==> config.mk <==
export PLATFORM = sky130hd
export DESIGN_NAME = projectile_pool_flat
export DESIGN_NICKNAME = d
export VERILOG_FILES = /design/src/rtl/projectile_pool_if.sv /design/src/rtl/projectile_pool.sv /design/src/flat_wrapper.sv
export SDC_FILE = /design/constraint.sdc
export NUM_CORES = 1
export LEC_CHECK = 0
export CAP_MARGIN = 20
export CORE_MARGIN = 5
export CORE_UTILIZATION = 55
export DETAILED_ROUTE_END_ITERATION = 16
export GPL_TIMING_DRIVEN = 0
export PLACE_DENSITY = 0.8
export SLEW_MARGIN = 20
export SYNTH_ARGS = -nofsm -noshare
export SYNTH_HDL_FRONTEND = slang
export SYNTH_SLANG_ARGS = --single-unit
==> constraint.sdc <==
create_clock -name Clk -period 22.9 [get_ports Clk]
set_input_delay 2.29 -clock Clk [delete_from_list [all_inputs] [get_ports Clk]]
set_output_delay 2.29 -clock Clk [all_outputs]
set_load 0.02 [all_outputs]
==> src/rtl/projectile_pool_if.sv <==
// Purpose: groups the projectile pool's per-frame inputs and its render/score outputs.
// Signals:
//   frame_clk, Shoot, Dir      - frame strobe (level), fire request (level), spawn direction
//   Shooter_X/Y, Target_X/Y    - spawn center and target center
//   Target_Size                - target half-extent for the hit test
//   DrawX/DrawY                - pixel being rendered
//   is_proj, hit, hit_count, active_count - pool outputs
interface projectile_pool_if;
  logic       frame_clk;
  logic       Shoot;
  logic       Dir;
  logic [9:0] Shooter_X;
  logic [9:0] Shooter_Y;
  logic [9:0] Target_X;
  logic [9:0] Target_Y;
  logic [9:0] Target_Size;
  logic [9:0] DrawX;
  logic [9:0] DrawY;
  logic       is_proj;
  logic       hit;
  logic [7:0] hit_count;
  logic [3:0] active_count;

  modport master (
    output frame_clk, Shoot, Dir, Shooter_X, Shooter_Y, Target_X, Target_Y,
           Target_Size, DrawX, DrawY,
    input  is_proj, hit, hit_count, active_count
  );

  modport slave (
    input  frame_clk, Shoot, Dir, Shooter_X, Shooter_Y, Target_X, Target_Y,
           Target_Size, DrawX, DrawY,
    output is_proj, hit, hit_count, active_count
  );
endinterface

==> src/rtl/projectile_pool.sv <==
// Purpose: pool of N_PROJ projectile slots. Slots spawn at the shooter on a frame tick,
// advance STEP pixels per frame, and retire at the screen edge or on touching the target.
// Ports:
//   Clk   - system clock
//   Reset - synchronous, active-high
//   bus   - projectile_pool_if.slave (frame strobe, fire, positions, draw pixel, outputs)
module projectile_pool #(
  parameter int unsigned N_PROJ    = 4,
  parameter int unsigned STEP      = 4,
  parameter int unsigned HALF_SIZE = 4,
  parameter int unsigned COOLDOWN  = 8,
  parameter int unsigned X_MIN     = 0,
  parameter int unsigned X_MAX     = 639
) (
  input  logic             Clk,
  input  logic             Reset,
  projectile_pool_if.slave bus
);

  localparam int unsigned CW     = (COOLDOWN > 0) ? $clog2(COOLDOWN + 1) : 1;
  localparam logic [10:0] STEP_W = 11'(STEP);
  localparam logic [10:0] XMAX_W = 11'(X_MAX);
  localparam logic [10:0] XLO_W  = 11'(X_MIN + STEP);
  localparam logic [10:0] HALF_W = 11'(HALF_SIZE);

  logic              frame_q, shoot_q;
  logic              pending_q, pending_d;
  logic [CW-1:0]     cool_q, cool_d;
  logic [N_PROJ-1:0] active_q, active_d;
  logic [N_PROJ-1:0] dir_q, dir_d;
  logic [9:0]        x_q [N_PROJ];
  logic [9:0]        x_d [N_PROJ];
  logic [9:0]        y_q [N_PROJ];
  logic [9:0]        y_d [N_PROJ];
  logic              hit_q, hit_d;
  logic [7:0]        hit_count_q, hit_count_d;
  logic [3:0]        active_count_q, active_count_d;

  logic              tick, shoot_edge, spawned;
  logic [10:0]       x_mv;
  logic [3:0]        n_hit;
  logic [8:0]        hit_sum;
  logic              is_proj_c;

  // Magnitude of an 11-bit two's-complement difference.
  function automatic logic [10:0] abs11(input logic [10:0] d);
    return d[10] ? 11'(-d) : d;
  endfunction

  assign tick       = bus.frame_clk & ~frame_q;
  assign shoot_edge = bus.Shoot & ~shoot_q;

  // Per-tick slot update, spawn, cooldown and scoring.
  always_comb begin
    active_d    = active_q;
    dir_d       = dir_q;
    x_d         = x_q;
    y_d         = y_q;
    pending_d   = pending_q;
    cool_d      = cool_q;
    x_mv        = '0;
    n_hit       = '0;
    spawned     = 1'b0;
    hit_sum     = {1'b0, hit_count_q};
    hit_d       = 1'b0;
    hit_count_d = hit_count_q;

    if (tick) begin
      for (int i = 0; i < int'(N_PROJ); i++) begin
        if (active_q[i]) begin
          if (dir_q[i] ? ({1'b0, x_q[i]} < XLO_W)
                       : (({1'b0, x_q[i]} + STEP_W) > XMAX_W)) begin
            active_d[i] = 1'b0;
          end else begin
            x_mv   = dir_q[i] ? ({1'b0, x_q[i]} - STEP_W) : ({1'b0, x_q[i]} + STEP_W);
            x_d[i] = x_mv[9:0];
            if (abs11(x_mv - {1'b0, bus.Target_X}) <= {1'b0, bus.Target_Size} &&
                abs11({1'b0, y_q[i]} - {1'b0, bus.Target_Y}) <= {1'b0, bus.Target_Size}) begin
              active_d[i] = 1'b0;
              n_hit       = n_hit + 4'd1;
            end
          end
        end
      end

      // Slots freed by this tick's retirements are eligible for the spawn.
      if ((pending_q | shoot_edge) && cool_q == '0) begin
        for (int i = 0; i < int'(N_PROJ); i++) begin
          if (!spawned && !active_d[i]) begin
            spawned     = 1'b1;
            active_d[i] = 1'b1;
            dir_d[i]    = bus.Dir;
            x_d[i]      = bus.Shooter_X;
            y_d[i]      = bus.Shooter_Y;
          end
        end
      end

      if (spawned)             cool_d = CW'(COOLDOWN);
      else if (cool_q != '0)   cool_d = cool_q - CW'(1);

      pending_d   = 1'b0;
      hit_d       = (n_hit != 4'd0);
      hit_sum     = {1'b0, hit_count_q} + 9'(n_hit);
      hit_count_d = hit_sum[8] ? 8'hFF : hit_sum[7:0];
    end else if (shoot_edge) begin
      pending_d = 1'b1;
    end

    active_count_d = '0;
    for (int i = 0; i < int'(N_PROJ); i++) begin
      active_count_d = active_count_d + 4'(active_d[i]);
    end
  end

  // State registers.
  always_ff @(posedge Clk) begin
    if (Reset) begin
      frame_q        <= 1'b0;
      shoot_q        <= 1'b0;
      pending_q      <= 1'b0;
      cool_q         <= '0;
      active_q       <= '0;
      dir_q          <= '0;
      x_q            <= '{default: '0};
      y_q            <= '{default: '0};
      hit_q          <= 1'b0;
      hit_count_q    <= '0;
      active_count_q <= '0;
    end else begin
      frame_q        <= bus.frame_clk;
      shoot_q        <= bus.Shoot;
      pending_q      <= pending_d;
      cool_q         <= cool_d;
      active_q       <= active_d;
      dir_q          <= dir_d;
      x_q            <= x_d;
      y_q            <= y_d;
      hit_q          <= hit_d;
      hit_count_q    <= hit_count_d;
      active_count_q <= active_count_d;
    end
  end

  // Pixel coverage test against every active slot.
  always_comb begin
    is_proj_c = 1'b0;
    for (int i = 0; i < int'(N_PROJ); i++) begin
      if (active_q[i] &&
          abs11({1'b0, bus.DrawX} - {1'b0, x_q[i]}) < HALF_W &&
          abs11({1'b0, bus.DrawY} - {1'b0, y_q[i]}) < HALF_W) begin
        is_proj_c = 1'b1;
      end
    end
  end

  assign bus.is_proj      = is_proj_c;
  assign bus.hit          = hit_q;
  assign bus.hit_count    = hit_count_q;
  assign bus.active_count = active_count_q;

endmodule
==> src/flat_wrapper.sv <==
// flat-port wrapper written by rule: the top's interface ports become plain ports
module projectile_pool_flat 
#(
  parameter int unsigned N_PROJ    = 4,
  parameter int unsigned STEP      = 4,
  parameter int unsigned HALF_SIZE = 4,
  parameter int unsigned COOLDOWN  = 8,
  parameter int unsigned X_MIN     = 0,
  parameter int unsigned X_MAX     = 639
)
  (Clk, Reset, bus_frame_clk, bus_Shoot, bus_Dir, bus_Shooter_X, bus_Shooter_Y, bus_Target_X, bus_Target_Y, bus_Target_Size, bus_DrawX, bus_DrawY, bus_is_proj, bus_hit, bus_hit_count, bus_active_count);
  projectile_pool_if bus_i ();
  input  logic Clk;
  input  logic Reset;
  input wire logic [$bits(bus_i.frame_clk)-1:0] bus_frame_clk;
  input wire logic [$bits(bus_i.Shoot)-1:0] bus_Shoot;
  input wire logic [$bits(bus_i.Dir)-1:0] bus_Dir;
  input wire logic [$bits(bus_i.Shooter_X)-1:0] bus_Shooter_X;
  input wire logic [$bits(bus_i.Shooter_Y)-1:0] bus_Shooter_Y;
  input wire logic [$bits(bus_i.Target_X)-1:0] bus_Target_X;
  input wire logic [$bits(bus_i.Target_Y)-1:0] bus_Target_Y;
  input wire logic [$bits(bus_i.Target_Size)-1:0] bus_Target_Size;
  input wire logic [$bits(bus_i.DrawX)-1:0] bus_DrawX;
  input wire logic [$bits(bus_i.DrawY)-1:0] bus_DrawY;
  output wire logic [$bits(bus_i.is_proj)-1:0] bus_is_proj;
  output wire logic [$bits(bus_i.hit)-1:0] bus_hit;
  output wire logic [$bits(bus_i.hit_count)-1:0] bus_hit_count;
  output wire logic [$bits(bus_i.active_count)-1:0] bus_active_count;
  assign bus_i.frame_clk = bus_frame_clk;
  assign bus_i.Shoot = bus_Shoot;
  assign bus_i.Dir = bus_Dir;
  assign bus_i.Shooter_X = bus_Shooter_X;
  assign bus_i.Shooter_Y = bus_Shooter_Y;
  assign bus_i.Target_X = bus_Target_X;
  assign bus_i.Target_Y = bus_Target_Y;
  assign bus_i.Target_Size = bus_Target_Size;
  assign bus_i.DrawX = bus_DrawX;
  assign bus_i.DrawY = bus_DrawY;
  assign bus_is_proj = bus_i.is_proj;
  assign bus_hit = bus_i.hit;
  assign bus_hit_count = bus_i.hit_count;
  assign bus_active_count = bus_i.active_count;
  projectile_pool #(.N_PROJ(N_PROJ), .STEP(STEP), .HALF_SIZE(HALF_SIZE), .COOLDOWN(COOLDOWN), .X_MIN(X_MIN), .X_MAX(X_MAX)) u_core (.Clk(Clk), .Reset(Reset), .bus(bus_i));
endmodule
==> results of run 1 <==
metal layers:
metal  vias up  global-route usage [%]  routed length (microns)
met5         -                       0                        0
met4         0                    16.6                     3900
met3       210                    4.73                     4460
met2       798                    53.7                    27000
met1      8788                    38.0                    23900
li1       8966                       -                        -
power by group:
| group | internal (W) | leakage (nW) | switching (W) |
|---|---|---|---|
| Sequential | 0.000198 | 0.867 | 0.0000160 |
| Clock | 0.0000888 | 0.149 | 0.0000757 |
| Combinational | 0.000249 | 7.06 | 0.000360 |
| Total | 0.000536 | 8.07 | 0.000452 |
state kept, by name, summed over array words and instances, names as in the netlist:
register,count
u_core.x_q,40
u_core.y_q,40
u_core.bus.hit_count,8
u_core.active_q,4
u_core.cool_q,4
u_core.dir_q,4
u_core.bus.active_count,3
u_core.bus.hit,1
u_core.frame_q,1
u_core.pending_q,1
u_core.shoot_q,1
per-stage QoR:
step	std cells	hold slack (ns)	area [sq um]
final	2952	0.510	19600
after global routing	2952	0.525	19600
after CTS	2952	0.501	19600
after detailed placement	2936	0.483	19200
after global placement	2936	0.470	19200
after floorplan	2408	0.446	17800
synth_stat cells (48+ instances only):
master | number | area (sq um)
ha_1 | 271 | 3390
nor2_1 | 245 | 920
a21oi_1 | 190 | 951
inv_1 | 180 | 676
nand2_1 | 159 | 597
xnor2_1 | 141 | 1230
o21ai_0 | 124 | 621
dfxtp_1 | 107 | 2140
nand3_1 | 88 | 440
xor2_1 | 69 | 604
nor2b_1 | 61 | 382
nor3_1 | 57 | 285
a21o_1 | 54 | 405
clkbuf_1 | 48 | 180
worst max-delay path, delay by kind of cell:
kind | cells | cell delay [ns]
AOI/OAI and AO/OA | 13 | 3.48
adders and majority gates | 5 | 1.53
and+or+nand+nor | 8 | 1.33
buffers and inverters | 4 | 1.01
muxes | 1 | 0.31
xor gates and xnor gates | 1 | 0.18
how the worst min path moves through the flow:
stage	from	to	slack (ns)
2_1_floorplan	u_core.cool_q[3]$_SDFFE_PP0P_	u_core.cool_q[3]$_SDFFE_PP0P_	0.45
6_report	u_core.y_q[25]$_SDFFE_PP0P_	u_core.y_q[25]$_SDFFE_PP0P_	0.51
5_1_grt	u_core.y_q[28]$_SDFFE_PP0P_	u_core.y_q[28]$_SDFFE_PP0P_	0.52
3_3_place_gp	u_core.cool_q[3]$_SDFFE_PP0P_	u_core.cool_q[3]$_SDFFE_PP0P_	0.47
4_1_cts	u_core.y_q[25]$_SDFFE_PP0P_	u_core.y_q[25]$_SDFFE_PP0P_	0.50
3_5_place_dp	u_core.cool_q[3]$_SDFFE_PP0P_	u_core.cool_q[3]$_SDFFE_PP0P_	0.48
cells by family (layout without fill, tap and decap cells):
| logic type | count (synthesis) | after routing | share of synthesized area, % |
|---|---|---|---|
| compound gates | 651 | 651 | 24.0 |
| xor+xnor | 210 | 210 | 10.3 |
| fa+ha+maj | 289 | 289 | 21.0 |
| buf+inv | 251 | 353 | 5.56 |
| flops | 107 | 107 | 12.0 |
| mux | 45 | 45 | 2.67 |
| other cells | 1 | 1 | 0.0210 |
| simple gates | 854 | 854 | 24.4 |
final cells by class:
class	instances	area share, %
plain buffers	70	1.59
clock buffers	10	1.22
clock inverters	6	0.371
inverters	181	3.47
multi-input cells	2050	75.2
flip-flops and latches	107	11.0
well taps	442	2.83
repair buffers	86	4.40
==> results.sh, run 1 <==
export IMPL_htree_levels=3
export IMPL_io_buffers=86
export IMPL_power_per_cell_area_nw_per_um2=50.6
export IMPL_status="finished, final reports clean"
export IMPL_slew_headroom_pct=32.5
export IMPL_worstSetupPathType="primary input to flop"
export IMPL_diodes=0
export IMPL_syn_area_sq_um=17800
export IMPL_timing_final_hold_violations=0
export IMPL_fmax_mhz=101
export IMPL_dr_total_vias=18762
export IMPL_cp_startpoint="bus_Target_Y[0]"
export IMPL_finClkSkew_ns=0.0103
export IMPL_timing_rr_start="u_core.dir_q[2]$_SDFFE_PP0P_"
export IMPL_avgSynthCellArea_sq_um=7.40
export IMPL_final_cell_mix="ha_1, nor2_1, a21oi_1"
export IMPL_cts_tree="built"
export IMPL_antenna_found_initial=0
export IMPL_reg2reg_to="u_core.bus.hit_count[7]$_SDFFE_PP0P_"
export IMPL_leakagePower_nw=8.07
export IMPL_post_route_drc_count=0
export IMPL_cts_root_buf="clkbuf_16"
export IMPL_cts_setup_buffers=0
export IMPL_cp_slowest_cell="a311oi_1"
export IMPL_die_w_microns=190
export IMPL_nFillCells=2905
export IMPL_vias_per_cell=6.36
export IMPL_drt_total_wl_microns=59200
export IMPL_core_area_sq_um=32300
export IMPL_rsz0062_at_grt="no"
export IMPL_clk_pin_slew_ns=0.07
export IMPL_grt_total_usage_pct=31.4
export IMPL_period_share_pct=43.3
export IMPL_post_route_util_pct=60.6
export IMPL_cts_inserted_buffers=9
export IMPL_regArea_sq_um=2140
export IMPL_cts_buffer_depth=2
export IMPL_setup_viol=0
export IMPL_startpoint_type="primary input"
export IMPL_syn_nets=2772
export IMPL_place_ws_ns=12.74
export IMPL_final_net_count=2869
export IMPL_tns_ns=0
export IMPL_firstDrtPassIters=6
export IMPL_finalPower_w=0.000989
export IMPL_cp_common_cell="ha_1"
export IMPL_grt_first_pass_wirelength_microns=92000
export IMPL_rows=66
export IMPL_tightest_slew_ns=1.01
export IMPL_worstSetupEndpoint="u_core.bus.hit_count[7]$_SDFFE_PP0P_"
export IMPL_dieArea_sq_um=36100
export IMPL_reg2reg_slack_ns=13.90
export IMPL_synth_distinct_cells=101
export IMPL_yosysWarnings=0
export IMPL_initialDrtViolationCount=1819
export IMPL_cpPeakStageDelay_ns=0.68
export IMPL_cp_data_arrival_time_ns=10.14
export IMPL_wl_per_cell_microns=20.1
export IMPL_layout_cells_most_common="ha_1"
export IMPL_die_height_microns=190
export IMPL_reg2regPathDepth=32
export IMPL_ctsResizeCount=0
export IMPL_slew_violations=0
export IMPL_worstHoldPathCells=2
export IMPL_insertion_delay_ns=0.37
export IMPL_layout_setup_ws_ns=12.99
export IMPL_grt_pass1_vias=17782
export IMPL_ir_worst_vdd_uv=44.3
export IMPL_synth_seq_cells=107
export IMPL_syn2layout_area_growth_pct=9.68
export IMPL_synth_ff_type="dfxtp_1"
export IMPL_drive_gt1_share_pct=3.78
export IMPL_antenna_left=0
export IMPL_gr_total_overflow=0
export IMPL_required_ns=23.13
export IMPL_endpoint_kind="flop"
export IMPL_min_path_type="flop to flop"
export IMPL_ios=89
export IMPL_hpwl_microns=47800
export IMPL_grt_max_degree=19
export IMPL_ys_seq_area_share_pct=12.0
export IMPL_cts_sinks=107
export IMPL_layout_min_cycle_time_ns=9.91
export IMPL_syn_inst=2408
export IMPL_worstPathMaxFanout=9
export IMPL_multiInputGateArea_sq_um=14700
export IMPL_synth_edff_count=0
export IMPL_initial_core_util_pct=55.2
export IMPL_drv_cap=0
export IMPL_globalplace_congestion=0.981
export IMPL_postSynth_asyncResetShare_pct=0
export IMPL_hold_buffers=0
Note: power is estimated with default switching activity, not from simulation.
==> run 2: changes to the inputs <==
PLACE_DENSITY = 0.83   (was 0.8)
clock period = 8.3 ns   (was 22.9 ns; I/O delays follow)
==> run 2 against run 1 <==
Power rose to 2.8 times the previous value. Utilization rose by 0.58 points. Cell count rose by 0.20%. Non-clock buffer count rose by 6. Clock-buffer cell count did not move. Global-route usage fell by 0.21 points. Register-to-register slack got worse by 14 ns.
==> results.sh, run 2 (same netlist as run 1, synthesis figures left out) <==
export IMPL_status="finished, final reports clean"
export IMPL_io_buffers=86
export IMPL_worstPathMaxFanout=9
export IMPL_initialDrtViolationCount=1635
export IMPL_core_area_sq_um=32300
export IMPL_final_net_count=2875
export IMPL_cp_common_cell="ha_1"
export IMPL_hold_buffers=0
export IMPL_place_ws_ns=-0.485
export IMPL_tns_ns=0
export IMPL_tightest_slew_ns=1.13
export IMPL_worstHoldPathCells=2
export IMPL_syn2layout_area_growth_pct=10.7
export IMPL_rows=66
export IMPL_dpl_cell_area_sq_um=19200
export IMPL_die_w_microns=190
export IMPL_drv_cap=0
export IMPL_cts_inserted_buffers=9
export IMPL_grt_total_usage_pct=31.2
export IMPL_ios=89
export IMPL_layout_min_cycle_time_ns=7.99
export IMPL_min_path_type="flop to flop"
export IMPL_hpwl_microns=47500
export IMPL_cts_sinks=107
export IMPL_final_cell_mix="ha_1, nor2_1, a21oi_1"
export IMPL_hold_end="u_core.y_q[27]$_SDFFE_PP0P_"
export IMPL_antenna_found_initial=0
export IMPL_startpoint_type="flop"
export IMPL_reg2reg_slack_ns=0.31
export IMPL_endpoint_kind="flop"
export IMPL_nFillCells=2909
export IMPL_post_route_util_pct=61.1
export IMPL_clk_pin_slew_ns=0.07
export IMPL_cts_root_buf="clkbuf_16"
export IMPL_finClkSkew_ns=0.0119
export IMPL_placed_cells=2936
export IMPL_regArea_sq_um=2140
export IMPL_required_ns=8.52
export IMPL_leakagePower_nw=8.14
export IMPL_cpPeakStageDelay_ns=0.55
export IMPL_slew_violations=0
export IMPL_power_per_cell_area_nw_per_um2=139
export IMPL_diodes=0
export IMPL_cts_buffer_depth=2
export IMPL_grt_pass1_vias=18264
export IMPL_die_height_microns=190
export IMPL_grt_first_pass_wirelength_microns=91800
export IMPL_fmax_mhz=125
export IMPL_reg2regPathDepth=35
export IMPL_htree_levels=3
export IMPL_firstDrtPassIters=7
export IMPL_globalplace_congestion=0.986
export IMPL_gr_total_overflow=0
export IMPL_cts_tree="built"
export IMPL_wl_per_cell_microns=19.9
export IMPL_layout_setup_ws_ns=0.309
export IMPL_slew_headroom_pct=24.5
export IMPL_cp_slowest_cell="or4_4"
export IMPL_final_area_sq_um=19700
export IMPL_hold_start="u_core.y_q[27]$_SDFFE_PP0P_"
export IMPL_post_route_drc_count=0
export IMPL_reg2reg_to="u_core.bus.hit_count[0]$_SDFFE_PP0P_"
export IMPL_insertion_delay_ns=0.37
export IMPL_grt_max_degree=19
export IMPL_setup_viol=0
export IMPL_drive_gt1_share_pct=5.01
export IMPL_cp_data_arrival_time_ns=8.21
export IMPL_final_cells=2958
export IMPL_dr_total_vias=18853
export IMPL_timing_rr_start="u_core.x_q[36]$_SDFFE_PP0P_"
export IMPL_vias_per_cell=6.37
export IMPL_dieArea_sq_um=36100
export IMPL_multiInputGateArea_sq_um=14800
export IMPL_drt_total_wl_microns=58800
export IMPL_worstSetupPathType="flop to flop"
export IMPL_ir_worst_vdd_uv=103
export IMPL_layout_cells_most_common="ha_1"
export IMPL_initial_core_util_pct=55.2
export IMPL_antenna_left=0
export IMPL_period_share_pct=96.3
export IMPL_timing_final_hold_violations=0
run 2: changes by cell type in the layout (fill, tap and decap cells not counted), moves of 3 or more:
cell / delta
a21oi_1: -3
buf_4: +6
nor2b_1: -3
nor2b_2: +3
o21ai_0: -3
o21ai_1: +3
run 2: worst max-delay path: cells and delay by family (launching register included):
kind	cells	cell delay, ns
buffers and inverters	3	0.53
AOI/OAI and AO/OA	11	1.92
adders and majority gates	6	1.90
muxes	2	0.56
DFF	1	0.32
and+or+nand+nor	12	2.43
xor gates and xnor gates	1	0.19
run 2: stage by stage:
stage               power [W]  hold WS [ns]
finish                0.00274         0.493
global route          0.00293         0.505
CTS                   0.00267         0.489
detailed placement    0.00224         0.477
global placement      0.00216         0.466
floorplan             0.00182         0.446
run 2: power by group:
part           internal, W  switching, W
clock network     0.000215      0.000214
registers         0.000547     0.0000456
logic             0.000707       0.00101
run 2: layout make-up:
type | count | share of cell area (%)
buffer | 70 | 1.60
clock buffer | 10 | 1.21
clock inverter | 6 | 0.247
inverter | 181 | 3.46
multi-input combinational | 2050 | 75.2
sequential | 107 | 10.9
tap | 442 | 2.80
timing repair buffer | 92 | 4.60
run 2: metal layers:
metal	global-route usage (%)	part of all wire [%]	wire length [microns]	vias to the layer above
met1	37.6	39	23000	8804
met2	52.7	46	26800	844
met5	0	0	0	-
met3	4.77	8.1	4760	224
li1	-	-	-	8981
met4	18.0	7.1	4200	0
run 2: worst max-delay path by stage:
stage,slack [ns],end,cells after the start,start
2_1_floorplan,0.87,u_core.bus.hit_count[7]$_SDFFE_PP0P_,40,u_core.x_q[32]$_SDFFE_PP0P_
3_3_place_gp,-0.21,u_core.bus.hit_count[7]$_SDFFE_PP0P_,32,bus_Target_Y[0]
3_5_place_dp,-0.49,u_core.bus.hit_count[7]$_SDFFE_PP0P_,40,u_core.x_q[32]$_SDFFE_PP0P_
4_1_cts,0.07,u_core.bus.hit_count[7]$_SDFFE_PP0P_,40,u_core.x_q[32]$_SDFFE_PP0P_
5_1_grt,-0.11,u_core.bus.hit_count[7]$_SDFFE_PP0P_,35,bus_Target_Y[0]
6_report,0.31,u_core.bus.hit_count[0]$_SDFFE_PP0P_,35,u_core.x_q[36]$_SDFFE_PP0P_
run 2: repair_timing:
| item | CTS | global route |
|---|---|---|
| setup buffers | 2 | 4 |
| pin swaps | 0 | 2 |
| gates cloned | 0 | 0 |
| resized for setup | 11 | 27 |
| endpoints found under the setup margin | 8 | 8 |
==> run 3: changes to the inputs <==
SKIP_LAST_GASP = 1   (was unset)
TNS_END_PERCENT = 20   (was unset)
==> results of run 3 <==
No change in the layout: final DEF, timing and power equal those of run 2.
